### src/rtl/eop_filter.sv
// Clocked USB end-of-packet filter: qualifies SE0 runs followed by J and strobes eop / eop_err.
// Optional macro EOP_SE1_ERR_EN treats SE1 as a line error instead of decoding it as J.
module eop_filter #(
    parameter int SE0_MIN = 2,
    parameter int SE0_MAX = 3,
    parameter int J_MIN   = 1
) (
    input  logic clk,
    input  logic rst,
    input  logic d_plus,
    input  logic d_minus,
    output logic se0,
    output logic eop_active,
    output logic eop,
    output logic eop_err
);

    localparam int CNT_W  = $clog2(SE0_MAX + 2);
    localparam int JCNT_W = (J_MIN > 1) ? $clog2(J_MIN + 1) : 1;

    localparam logic [CNT_W-1:0]  SE0_MIN_C = CNT_W'(SE0_MIN);
    localparam logic [CNT_W-1:0]  SE0_MAX_C = CNT_W'(SE0_MAX);
    localparam logic [CNT_W-1:0]  CNT_SAT   = CNT_W'(SE0_MAX + 1);
    localparam logic [CNT_W-1:0]  CNT_ONE   = CNT_W'(1);
    localparam logic [JCNT_W-1:0] J_MIN_C   = JCNT_W'(J_MIN);
    localparam logic [JCNT_W-1:0] JCNT_ONE  = JCNT_W'(1);

    generate
        if (SE0_MIN < 1 || SE0_MAX < SE0_MIN || J_MIN < 1) begin : g_param_err
            $error("eop_filter: illegal parameters SE0_MIN=%0d SE0_MAX=%0d J_MIN=%0d",
                   SE0_MIN, SE0_MAX, J_MIN);
        end
    endgenerate

    typedef enum logic [1:0] {IDLE, COUNT, J_WAIT, ABORT} state_t;

    state_t             state_reg, state_next;
    logic [CNT_W-1:0]   cnt_reg, cnt_next, cnt_inc;
    logic [JCNT_W-1:0]  jcnt_reg, jcnt_next, jcnt_inc;
    logic               dp_reg, dm_reg;
    logic               eop_reg, eop_next;
    logic               err_reg, err_next;
    logic               is_se0, is_j, is_se1;

    assign is_se0 = ~dp_reg & ~dm_reg;
`ifdef EOP_SE1_ERR_EN
    assign is_j   = dp_reg & ~dm_reg;
    assign is_se1 = dp_reg & dm_reg;
`else
    // SE1 folds into J, so it can never produce an error.
    assign is_j   = dp_reg;
    assign is_se1 = 1'b0;
`endif

    assign cnt_inc  = (cnt_reg == CNT_SAT) ? cnt_reg : cnt_reg + CNT_ONE;
    assign jcnt_inc = jcnt_reg + JCNT_ONE;

    always_ff @(posedge clk or posedge rst) begin
        if (rst) begin
            dp_reg    <= 1'b1;
            dm_reg    <= 1'b0;
            state_reg <= IDLE;
            cnt_reg   <= '0;
            jcnt_reg  <= '0;
            eop_reg   <= 1'b0;
            err_reg   <= 1'b0;
        end else begin
            dp_reg    <= d_plus;
            dm_reg    <= d_minus;
            state_reg <= state_next;
            cnt_reg   <= cnt_next;
            jcnt_reg  <= jcnt_next;
            eop_reg   <= eop_next;
            err_reg   <= err_next;
        end
    end

    always_comb begin
        state_next = state_reg;
        cnt_next   = cnt_reg;
        jcnt_next  = jcnt_reg;
        eop_next   = 1'b0;
        err_next   = 1'b0;
        case (state_reg)
            IDLE: begin
                if (is_se0) begin
                    state_next = COUNT;
                    cnt_next   = CNT_ONE;
                end else if (is_se1) begin
                    err_next = 1'b1;
                end
            end
            COUNT: begin
                if (is_se0) begin
                    cnt_next = cnt_inc;
                    if (cnt_inc > SE0_MAX_C) begin
                        err_next   = 1'b1;
                        state_next = ABORT;
                    end
                end else if (is_se1) begin
                    err_next   = 1'b1;
                    state_next = IDLE;
                end else if (cnt_reg < SE0_MIN_C) begin
                    state_next = IDLE;
                end else if (is_j) begin
                    if (J_MIN == 1) begin
                        eop_next   = 1'b1;
                        state_next = IDLE;
                    end else begin
                        state_next = J_WAIT;
                        jcnt_next  = JCNT_ONE;
                    end
                end else begin
                    err_next   = 1'b1;
                    state_next = IDLE;
                end
            end
            J_WAIT: begin
                if (is_se0) begin
                    // Error on the old packet and start counting the new SE0 run at once.
                    err_next   = 1'b1;
                    state_next = COUNT;
                    cnt_next   = CNT_ONE;
                end else if (is_j) begin
                    jcnt_next = jcnt_inc;
                    if (jcnt_inc == J_MIN_C) begin
                        eop_next   = 1'b1;
                        state_next = IDLE;
                    end
                end else begin
                    err_next   = 1'b1;
                    state_next = IDLE;
                end
            end
            ABORT: begin
                if (!is_se0) begin
                    err_next   = is_se1;
                    state_next = IDLE;
                end
            end
            default: state_next = IDLE;
        endcase
        if (state_next == IDLE) begin
            cnt_next  = '0;
            jcnt_next = '0;
        end
    end

    assign se0        = is_se0;
    assign eop_active = ((state_reg == COUNT) && (cnt_reg >= SE0_MIN_C)) || (state_reg == J_WAIT);
    assign eop        = eop_reg;
    assign eop_err    = err_reg;

endmodule

### config.mk
export PLATFORM = sky130hd
export DESIGN_NAME = eop_filter
export DESIGN_NICKNAME = d
export VERILOG_FILES = /design/src/rtl/eop_filter.sv
export SDC_FILE = /design/constraint.sdc
export NUM_CORES = 1
export LEC_CHECK = 0
export ABC_AREA = 1
export BUFFER_PORTS_ARGS = -buffer_cell sky130_fd_sc_hd__buf_2
export CAP_MARGIN = 10
export CELL_PAD_IN_SITES_DETAIL_PLACEMENT = 0
export CELL_PAD_IN_SITES_GLOBAL_PLACEMENT = 2
export CORE_AREA = 2 2 49 51
export CTS_CLUSTER_DIAMETER = 30
export DETAILED_ROUTE_END_ITERATION = 8
export DIE_AREA = 0 0 51 53
export PLACE_DENSITY = 0.81
export SYNTH_ARGS = -nofsm -noshare
export SYNTH_HDL_FRONTEND = slang
export SYNTH_SLANG_ARGS = --single-unit
### constraint.sdc
create_clock -name clk -period 4.4 [get_ports clk]
set_input_delay 0.44 -clock clk [delete_from_list [all_inputs] [get_ports clk]]
set_output_delay 0.44 -clock clk [all_outputs]
set_load 0.01 [all_outputs]
==> run summary <==
The flow ran to the end, and the final reports show no timing, DRC or antenna violations. The portion of synthesized cell area occupied by the leading cell type was 0.317. For the synthesized instance count, the log shows 86. The clock edge transition at the registers on the reported setup and hold paths is 60 ps, and the share of post-route cells with drive strength above 1 is 0.289. The tools report the number of global-route vias before repair as 493.

For the met1 track demand over resource, the log shows 0.124. Quantity of gates resized following cts: 0. Multiplexer area fraction after synthesis: 0. The final critical delay including setup and external delays works out to 1770 ps.

Counting cells, the worst reg-to-reg path comes to 9. In this run the standard cell core region covers 0.00215 mm2. Number of buffers added to fix hold violations after cts: 0. Setup repair after global routing left no endpoint under its margin. The endpoint arrival time on the critical path came out at 1330 ps. Leaving out fill and tap cells, the most frequent cell in the layout is inv_1. All-layer global routing usage: 0.110.

The global-route wire length before repair is 2.06 mm. The cell taking the most area after synthesis was dfrtp_1. The final count of pins violating max slew is 0, and the HPWL after detailed placement is 1.06 mm. After synthesis, the largest family of logic cells by area is simple AND/OR/NAND/NOR gates. For the area enclosed by the die boundary, the log shows 0.00270 mm2.

The clock tree root buffer cell was clkbuf_4. For this design the top-level I/O count stands at 8. The data required time at the worst endpoint was 3960 ps; the arithmetic-cell share of the synthesized area counting full adders, half adders and majority gates was 0.123. Summing every instance area after synthesis gives 709 um2. The end of the worst register-to-register path was cnt_reg[1]. At the later pin of the worst-skew pair, clock insertion delay measures 260 ps. The library cells used most frequently in the layout, excluding fill and tap cells, are 17 x inv_1, 10 x nand2_1, 9 x nand3_1, 9 x dfrtp_1, 8 x o21ai_0.

Summed over all cells, the static leakage comes to 0.398 nW. The synthesis-to-layout area growth was 13.6%; the number of sinks driven by the clock tree was 10. The logs give 0 for the final count of negative-setup-slack endpoints and 20 for the number of distinct library cells after synthesis.

The number of I/O port buffers was 7; the vertical extent of the die was 53 um. On the final layout, the worst clock skew is 9.00 ps. The final count of hold timing violations is 0, and the synthesized net count is 97. Per-cell routed wire length: 10.0 um. Across all layers, the routed design uses 538 vias. The setup check on the worst reg-to-reg path leaves a slack of 2770 ps. IR analysis of the VDD net gives a maximum drop of 0.000208 V. The post-detailed-route via-to-cell ratio came out at 4.30. The area fraction in compound gates after synthesis works out to 0.141. For the portion of the post-synthesis area used by sequential elements, the log shows 0.354. The xor-xnor portion of the synthesized cell area was 0; the count of buffers added by post-CTS timing repair for setup was 0. The tools report the normalized max-slew margin as 0.759. The tools report the initial standard-cell utilization of the core as 0.330. In this run the core area contains 17 standard-cell rows. STA classifies the critical path startpoint as a flop. 0 antenna diodes ended up in the layout.

The first detailed-routing pass took 3 iterations. The count of nets left with antenna violations once routing finished came out at 0. The global routing usage on met3 was 0.0169. For the routed wire length, the log shows 1.25 mm. The tools report the CTS H-tree depth as 1. The floorplan step set the die width to 51 um. The simple logic cell fraction of the synthesized area was 0.277; the number of flip-flops and latches in the synthesized netlist was 10. The tools report the startpoint of the worst-slack reg-to-reg timing path as state_reg[1].

The run gives 0.186 as the global-route track usage on met2. The peak fanout along the critical path works out to 5. TritonCTS built the clock tree. Ranked by total cell area, the synthesized netlist is headed by dfrtp_1 32%, ha_1 12%, inv_1 9.0%. In this run, CTS created clock tree buffers numbering 3.

The net count of the finished layout is 109. The category of the most critical setup path is reg -> out. The kind of capture point of the worst setup path was a primary output.

After the first detailed-routing iteration, the DRC count stood at 6. At the pin with the least slew margin, the transition time is 361 ps. The Yosys step of the flow raised 0 warnings. The final critical-path share of the clock period was 0.402; the synthesized area per cell was 8.25 um2. Flip-flop count of the largest register, all copies and words added: 3. The congestion estimate from routability-driven global placement came to 0.798.

In this run the deepest clock path goes through 2 buffers. The number of placed instances, taps included, is 121. The initial antenna violation count came out at 0. Based on the critical path, the design can be clocked at up to 566 MHz.

The areal power density over the cells came out at 375 mW/mm2. The max-cap check violation count is 0, and the post-route setup TNS is 0 ps. Peak-usage layer in the global routing report: met2. After detailed routing, the number of remaining DRC violations is 0. Global routing finished with a remaining overflow of 0. Entering global routing, the biggest net connects 11 pins. In this run the worst hold path is classified as in -> async. Excluding fillers, the count of instances in the completed layout stands at 125.
-- worst max-delay path: stages (launching register included) --
cell and delay (ps):
dfrtp_1 370, inv_1 100, ha_1 230, o21ai_0 160
nand2_1 60, buf_2 130
-- synthesized netlist by cell type, drive strengths merged --
| library cell | count |
|---|---|
| nand2 | 13 |
| dfrtp | 9 |
| nor2 | 12 |
| inv | 19 |
| nand3 | 9 |
| o21ai | 11 |
| or2 | 1 |
| dfstp | 1 |
| a21oi | 3 |
| ha | 7 |
| a21boi | 1 |
-- worst max path at each step --
stage	start	to	slack [ps]	cells after the start
after floorplan	state_reg[1]	cnt_reg[0]	2890	9
after global placement	state_reg[0]	jcnt_reg	2750	8
after detailed placement	state_reg[0]	jcnt_reg	2760	8
after CTS	cnt_reg[0]	eop_active	2620	5
after global routing	cnt_reg[0]	eop_active	2490	5
final	cnt_reg[0]	eop_active	2630	5
-- cell type report --
class	instances	area [um2]
repair buffers	7	35.0
well taps	28	35.0
clock buffers	4	26.3
flip-flops and latches	10	251
inverters	19	73.8
multi-input cells	57	384
fillers	223	1340
-- stage by stage --
step | hold WS (ps) | area (um2) | utilization | setup WS (ps) | power, W
detailed placement | 424 | 779 | 0.363 | 2760 | 0.000242
finish | 136 | 806 | 0.375 | 2630 | 0.000302
floorplan | 279 | 709 | - | 2890 | 0.000220
CTS | 141 | 806 | 0.375 | 2620 | 0.000307
global placement | 429 | 779 | 0.363 | 2750 | 0.000243
global route | 164 | 806 | 0.375 | 2490 | 0.000329
-- per-layer routing --
| metal | up-vias | routed length, um |
|---|---|---|
| li1 | 291 | - |
| met1 | 241 | 607 |
| met2 | 4 | 605 |
| met3 | 2 | 15 |
| met4 | 0 | 23 |
| met5 | - | 0 |
-- cell families (layout without fill, tap and decap cells) --
family	Yosys count	count (layout)
AOI/OAI and AO/OA	15	15
and+or+nand+nor	35	35
adders and majority gates	7	7
DFF	10	10
buffers and inverters	19	30
-- where the power goes --
part,internal (W),leakage (nW),switching [W],total [W]
registers,0.000101,0.132,0.0000102,0.000111
logic,0.0000435,0.251,0.0000851,0.000129
clock network,0.0000348,0.0150,0.0000276,0.0000624
total,0.000179,0.398,0.000123,0.000302
No activity file was read; power rests on OpenSTA's default activity.
